**config.mk**
```make
export PLATFORM = sky130hd
export DESIGN_NAME = button_event_arbiter
export DESIGN_NICKNAME = d
export VERILOG_FILES = /design/src/rtl/button_event_arbiter.sv
export SDC_FILE = /design/constraint.sdc
export NUM_CORES = 1
export LEC_CHECK = 0
export CAP_MARGIN = 20
export CELL_PAD_IN_SITES_DETAIL_PLACEMENT = 1
export CELL_PAD_IN_SITES_GLOBAL_PLACEMENT = 1
export CORE_MARGIN = 4
export CORE_UTILIZATION = 34
export CTS_BUF_LIST = sky130_fd_sc_hd__clkbuf_4 sky130_fd_sc_hd__clkbuf_8
export CTS_CLUSTER_DIAMETER = 80
export DETAILED_ROUTE_END_ITERATION = 16
export HOLD_SLACK_MARGIN = 0.1
export PLACE_DENSITY_LB_ADDON = 0.1
export RECOVER_POWER = 25
export SLEW_MARGIN = 20
export SYNTH_ARGS = -nofsm -noshare
export SYNTH_HDL_FRONTEND = slang
export SYNTH_HIERARCHICAL = 1
export SYNTH_SLANG_ARGS = --single-unit
```
**constraint.sdc**
```tcl
create_clock -name clock -period 1.9 [get_ports clock]
set_clock_uncertainty 0.05 [all_clocks]
set_input_delay 0.38 -clock clock [delete_from_list [all_inputs] [get_ports clock]]
set_output_delay 0.38 -clock clock [all_outputs]
set_load 0.005 [all_outputs]
```
**src/rtl/button_event_arbiter.sv**
```systemverilog
// Serialises single-cycle button event pulses onto one valid/ready channel
// with round-robin arbitration and sticky per-input overrun flags.

module button_event_lane (
  input  logic clock,
  input  logic reset,
  input  logic pulse,
  input  logic take,
  input  logic clear_overrun,
  output logic pending,
  output logic overrun
);

  always_ff @(posedge clock) begin
    if (reset) begin
      pending <= 1'b0;
      overrun <= 1'b0;
    end else begin
      // A fresh pulse re-arms the latch even while its old event moves to the slot.
      if (pulse)     pending <= 1'b1;
      else if (take) pending <= 1'b0;
      // A set in the same cycle wins over clear.
      if (pulse && pending && !take) overrun <= 1'b1;
      else if (clear_overrun)        overrun <= 1'b0;
    end
  end

endmodule

module button_event_arbiter #(
  parameter int N = 4,
  parameter int W = 2
) (
  input  logic         clock,
  input  logic         reset,
  input  logic [N-1:0] pulse_in,
  input  logic         ready,
  output logic         valid,
  output logic [W-1:0] id,
  output logic [N-1:0] overrun,
  input  logic         clear_overrun
);

  logic [N-1:0] pending;
  logic [N-1:0] take;
  logic [W-1:0] ptr;
  logic [W-1:0] sel;
  logic         sel_any;
  logic         load;

  assign load = !valid || ready;

  // First set pending bit at or after ptr, wrapping at N.
  always_comb begin
    int idx;
    sel_any = 1'b0;
    sel     = '0;
    idx     = 0;
    for (int k = 0; k < N; k++) begin
      idx = int'(ptr) + k;
      if (idx >= N) idx = idx - N;
      if (!sel_any && pending[idx[W-1:0]]) begin
        sel_any = 1'b1;
        sel     = idx[W-1:0];
      end
    end
  end

  for (genvar i = 0; i < N; i++) begin : g_lane
    assign take[i] = load && sel_any && (sel == W'(i));
    button_event_lane u_lane (
      .clock         (clock),
      .reset         (reset),
      .pulse         (pulse_in[i]),
      .take          (take[i]),
      .clear_overrun (clear_overrun),
      .pending       (pending[i]),
      .overrun       (overrun[i])
    );
  end

  // Output slot: valid is the FSM state (EMPTY/FULL); id holds while stalled.
  always_ff @(posedge clock) begin
    if (reset) begin
      valid <= 1'b0;
      id    <= '0;
      ptr   <= '0;
    end else if (load) begin
      valid <= sel_any;
      if (sel_any) begin
        id  <= sel;
        ptr <= (sel == W'(N - 1)) ? '0 : sel + W'(1);
      end
    end
  end

endmodule

```
==> results of run 1 <==
==> synthesized netlist by cell type, drive strengths merged <==
cell     n
dfxtp   13
nand2    1
a21oi    8
o32ai    1
nor4     1
o21a     1
a211oi   1
mux2i    2
o41ai    1
and2     4
or3      1
nor3     1
nor2b    1
o22ai    1
nor2     5
or3b     5
nand2b   7
ha       4
o31ai    4
inv      7
==> logic make-up after synthesis <==
logic type / synth area share
AOI/OAI and AO/OA: 0.168
buffers and inverters: 0.0406
adders and majority gates: 0.0774
and+or+nand+nor: 0.280
DFF: 0.402
muxes: 0.0309
==> worst reg2reg max path, stage by stage, from the launching register on <==
cell and delay (ns):
dfxtp_4 0.38, mux2i_1 0.18, nor2_1 0.08, nor3_2 0.17, inv_1 0.10, ha_1 0.21, and2_2 0.16, nand2b_1 0.16
o31ai_2 0.18
==> layout make-up <==
| cell class | instances | area [um^2] |
|---|---|---|
| clock buffer | 4 | 30.0 |
| sequential | 13 | 272 |
| inverter | 7 | 26.3 |
| timing repair buffer | 17 | 163 |
| tap | 25 | 31.3 |
| fill | 218 | 862 |
| multi-input combinational | 49 | 380 |
==> per-stage QoR <==
stage	utilization	instance area, um^2	cells	TNS (ns)
floorplan	-	647	69	0
global placement	0.477	841	111	0
detailed placement	0.477	841	111	-0.00579
CTS	0.496	876	115	0
global route	0.511	902	115	-0.00564
finish	0.511	902	115	0
==> flip-flops by register name, summed over array words and instances, names as in the netlist <==
signal and flops:
ptr 2, valid 1, g_lane.u_lane/pending 4, id 2
g_lane.u_lane/overrun 4
==> timing repair <==
action / CTS / global route
gates resized for setup: 1 / 10
hold buffers: 0 / 0
endpoints found under the hold margin: 0 / 0
cloned: 0 / 0
pin swaps: 0 / 1
setup endpoints to repair: 2 / 8
==> power groups by stage <==
| stage | sequential (mW) | clock, mW | combinational, mW |
|---|---|---|---|
| after global placement | 0.334 | 0 | 0.176 |
| final | 0.333 | 0.189 | 0.187 |
| after global routing | 0.340 | 0.220 | 0.209 |
| after CTS | 0.329 | 0.199 | 0.183 |
| after detailed placement | 0.335 | 0 | 0.178 |
| after floorplan | 0.330 | 0 | 0.0970 |
==> worst max-delay path by stage <==
stage | end | slack [ns]
2_1_floorplan | g_lane[0].u_lane/overrun | 0.06
6_report | g_lane[0].u_lane/overrun | 0.14
4_1_cts | g_lane[2].u_lane/overrun | 0.008
5_1_grt | g_lane[0].u_lane/overrun | -0.006
3_5_place_dp | g_lane[0].u_lane/overrun | -0.006
3_3_place_gp | g_lane[0].u_lane/overrun | 0.04
==> routing by layer <==
layer  up-vias  routed length, um  track usage
met5         -                  0            0
met4         0                 14       0.0655
met3         2                 70       0.0401
met2        11                767        0.227
met1       271                660        0.164
li1        284                  -            -
==> results_dict.tcl, run 1 <==
set metrics [dict create \
    status "finished clean" \
    crit-reg2reg-capture "g_lane[0].u_lane/overrun" \
    end_kind "register" \
    path_max_fanout 6 \
    layout_commonest_cell "clkdlybuf4s50_1" \
    routed_wire_length_per_instance_um 13.1 \
    critical-path-slowest-cell "dfxtp_4" \
    top_level_ports 15 \
    antenna_found_initial 0 \
    cp_top_family "simple AND/OR/NAND/NOR gates" \
    hold_violations 0 \
    hold_ws_ns 0.451 \
    drc 0 \
    start_kind "register" \
    placement.io_buffers 14 \
    min-delay-start "id[0]" \
    cts_max_path_buffers 2 \
    hold_path_end "id[0]" \
    core_region_area_um2 1760 \
    p_sw_mw 0.206 \
    drt-total-wl_mm 1.51 \
    holdPathStages 2 \
    seqPwrFrac 0.469 \
    die_h_um 51.6 \
    htreeDepth 1 \
    die_w_um 51.6 \
    reg2reg_from "ptr[1]" \
    grt_usage 0.138 \
    p_sw_frac 0.291 \
    synth_top_area_cell "dfxtp_1" \
    rows 15 \
    vias_per_cell 4.94 \
    clock_sink_count 13 \
    syn_to_final_growth_pct 39.5 \
    gp_congestion 0.773 \
    p_leak_nw 0.363 \
    fp.dieArea_um2 2660 \
    cts_root_buffer "clkbuf_4" \
    cts_tree "done" \
    slew_headroom 0.791 \
    synth_cells 69 \
    cp_num_cells 8 \
    crit_arrival_ns 1.90 \
    comb_power_share 0.264 \
    drive_gt1_frac 0.244 \
    synth_seq_cells 13 \
    intPower_mw 0.503 \
    nets 103 \
    synth-seq-area-share 0.402 \
    grt_max_degree 16 \
    r2r_setup_slack_ns 0.14 \
    num_vias 568 \
    max_stage_delay_ns 0.38 \
    cp.required_ns 2.04 \
    path_buf_inv 1 \
    cp-startpoint "ptr[1]" \
    max-vdd-ir-drop_mv 0.306 \
    max_freq_mhz 569 \
    rsz0062_at_grt "yes" \
    r2r_cells 8 \
    final_cell_mix "14 x clkdlybuf4s50_1, 8 x dfxtp_1, 7 x inv_1, 7 x a21oi_1, 7 x nand2b_1" \
    n_antenna_cell 0 \
    final.period_utilization 0.926 \
    grt_pass1_wl_mm 2.74 \
    initial_core_util 0.367 \
    synthTopCellsByArea "dfxtp_1 40%, ha_1 7.7%, nand2b_1 6.8%" \
    postSynthAreaPerCell_um2 9.37 \
    ant_nets 0 \
    worst_slack_ns 0.141 \
    clk_latency_ns 0.27 \
    power_mw 0.709 \
    synth_top_area_share 0.402 \
    place_worst_setup_slack_ns -0.00579 \
    yosysWarnings 6 \
    drt-pass1-iter-count 4 \
    tightest_slew_ns 0.314 \
    grt_pass1_vias 600 \
    dp_hpwl_mm 1.12 \
    drv_slew 0 \
    clk_pin_slew_worst_paths_ns 0.09 \
    overflow 0 \
    worstSetupPathType "register to register" \
    synth_cell_types 21 \
    powerDensity_nw_per_um2 786 \
    layout_min_cycle_time_ns 1.76 \
    cts_made_buffers 3 \
    synth_nets 81 \
    hold_path.class "register to register" \
    drt-initial-drc-count 2 \
    power_frac_clock 0.267 \
    post_cts_buffers 0 \
    cap_violations 0 \
    synth.cell_area_um2 647 \
    path_cells "mux2i_1 -> nor2_1 -> nor3_2 -> inv_1 -> ha_1 -> and2_2 -> nand2b_1 -> o31ai_2" \
    setup_violations 0 \
]
Note: power is estimated with default switching activity, not from simulation.
==> run 2: changes to the inputs <==
HOLD_SLACK_MARGIN = unset   (was 0.1)
==> results of run 2 <==
No change in the layout: final DEF, timing and power equal those of run 1.
==> run 3: changes to the inputs <==
clock period = 2.27 ns   (was 1.9 ns; I/O delays follow)
==> results_dict.tcl, run 3 (synthesis gave the netlist of run 1 again) <==
set metrics [dict create \
    post_cts_buffers 0 \
    p_sw_mw 0.166 \
    syn_to_final_growth_pct 33.8 \
    rows 15 \
    vias_per_cell 4.96 \
    max_freq_mhz 531 \
    drc 0 \
    final_cells 115 \
    cts_max_path_buffers 2 \
    fin_area_um2 866 \
    cp_num_cells 8 \
    final.period_utilization 0.830 \
    path_cells "mux2i_1 -> nor2_1 -> nor3_1 -> inv_1 -> ha_1 -> and2_2 -> nand2b_1 -> o31ai_1" \
    rsz0062_at_grt "no" \
    nFillCells 213 \
    die_w_um 51.6 \
    tns_ns 0 \
    antenna_found_initial 0 \
    power_frac_clock 0.256 \
    path_max_fanout 6 \
    slew_headroom 0.659 \
    gp_congestion 0.758 \
    drv_slew 0 \
    p_leak_nw 0.359 \
    dp_hpwl_mm 1.17 \
    nets 103 \
    end_kind "register" \
    crit_arrival_ns 2.02 \
    layout_min_cycle_time_ns 1.88 \
    cap_violations 0 \
    grt_max_degree 12 \
    drt-initial-drc-count 0 \
    clk_pin_slew_worst_paths_ns 0.09 \
    fp.dieArea_um2 2660 \
    cts_made_buffers 3 \
    status "finished clean" \
    max-vdd-ir-drop_mv 0.438 \
    setup_violations 0 \
    clk_latency_ns 0.28 \
    worstSetupPathType "register to register" \
    cts_tree "done" \
    num_vias 570 \
    place_area_um2 841 \
    seqPwrFrac 0.488 \
    n_antenna_cell 0 \
    hold_violations 0 \
    final_cell_mix "13 x dfxtp_1, 11 x clkdlybuf4s50_1, 8 x a21oi_1, 7 x inv_1, 7 x nand2b_1" \
    overflow 0 \
    initial_core_util 0.367 \
    die_h_um 51.6 \
    path_buf_inv 1 \
    placement.io_buffers 14 \
    p_sw_frac 0.294 \
    hold_ws_ns 0.450 \
    start_kind "register" \
    core_region_area_um2 1760 \
    holdPathStages 2 \
    drive_gt1_frac 0.133 \
    clock_sink_count 13 \
    grt_usage 0.136 \
    max_stage_delay_ns 0.43 \
    comb_power_share 0.257 \
    cts_root_buffer "clkbuf_4" \
    cp_top_family "simple AND/OR/NAND/NOR gates" \
    top_level_ports 15 \
    powerDensity_nw_per_um2 651 \
    postCtsResizedCells 0 \
    ant_nets 0 \
    layout_commonest_cell "dfxtp_1" \
    r2r_cells 8 \
    grt_pass1_vias 600 \
    cp.required_ns 2.41 \
    worst_slack_ns 0.386 \
    place_worst_setup_slack_ns 0.304 \
    tightest_slew_ns 0.510 \
    drt-total-wl_mm 1.42 \
    routed_wire_length_per_instance_um 12.4 \
    reg.largest.list "g_lane.u_lane/overrun: 4 flops, g_lane.u_lane/pending: 4 flops" \
    hold_path.class "register to register" \
    ctsHoldBuffers 0 \
    htreeDepth 1 \
    drt-pass1-iter-count 1 \
    grt_pass1_wl_mm 2.68 \
    intPower_mw 0.398 \
    critical-path-slowest-cell "dfxtp_1" \
    post-place-cells 111 \
]
## run 3: changes by cell type in the layout (fill, tap and decap cells not counted), sizes merged
cell           change
clkbuf             -1
clkdlybuf4s50      -3
dlygate4sd3        +3
clkinv             +1
## run 3: per-stage QoR
| stage | power (mW) | util |
|---|---|---|
| after floorplan | 0.358 | - |
| after global placement | 0.426 | 0.477 |
| after detailed placement | 0.429 | 0.477 |
| after CTS | 0.577 | 0.492 |
| after global routing | 0.610 | 0.491 |
| final | 0.564 | 0.491 |
## run 3: path summary, 6_finish.rpt
path / start / endpoint / slack, ns
hold / removal: id[0] / id[0] / 0.45
hold reg to reg: id[0] / id[0] / 0.45
setup / recovery: ptr[1] / g_lane[2].u_lane/overrun / 0.39
setup reg to reg: ptr[1] / g_lane[2].u_lane/overrun / 0.39
## run 3: final cells by class
class	count	area (um^2)	share of cell area
flip-flops and latches	13	260	0.301
well taps	25	31.3	0.0361
repair buffers	17	163	0.188
clock buffers	3	22.5	0.0260
multi-input cells	49	358	0.413
clock inverters	1	5.00	0.00578
inverters	7	26.3	0.0303
## run 3: worst reg2reg max path: cells and delay by family (launching register included)
kind / cells / cell delay, ns
muxes: 1 / 0.23
AOI/OAI and AO/OA: 1 / 0.19
buffers and inverters: 1 / 0.10
DFF: 1 / 0.43
adders and majority gates: 1 / 0.19
and+or+nand+nor: 4 / 0.61
## run 3: power groups by stage
stage	Clock (mW)	Sequential, mW	Combinational (mW)
floorplan	0	0.276	0.0812
global placement	0	0.280	0.147
detailed placement	0	0.281	0.148
CTS	0.151	0.276	0.151
global route	0.164	0.280	0.166
finish	0.144	0.275	0.145
## run 3: layer usage
metal | up-vias | wire [um] | track usage
li1 | 284 | - | -
met1 | 274 | 593 | 0.156
met2 | 12 | 740 | 0.237
met3 | 0 | 88 | 0.0544
met4 | 0 | 0 | 0.0262
met5 | - | 0 | 0
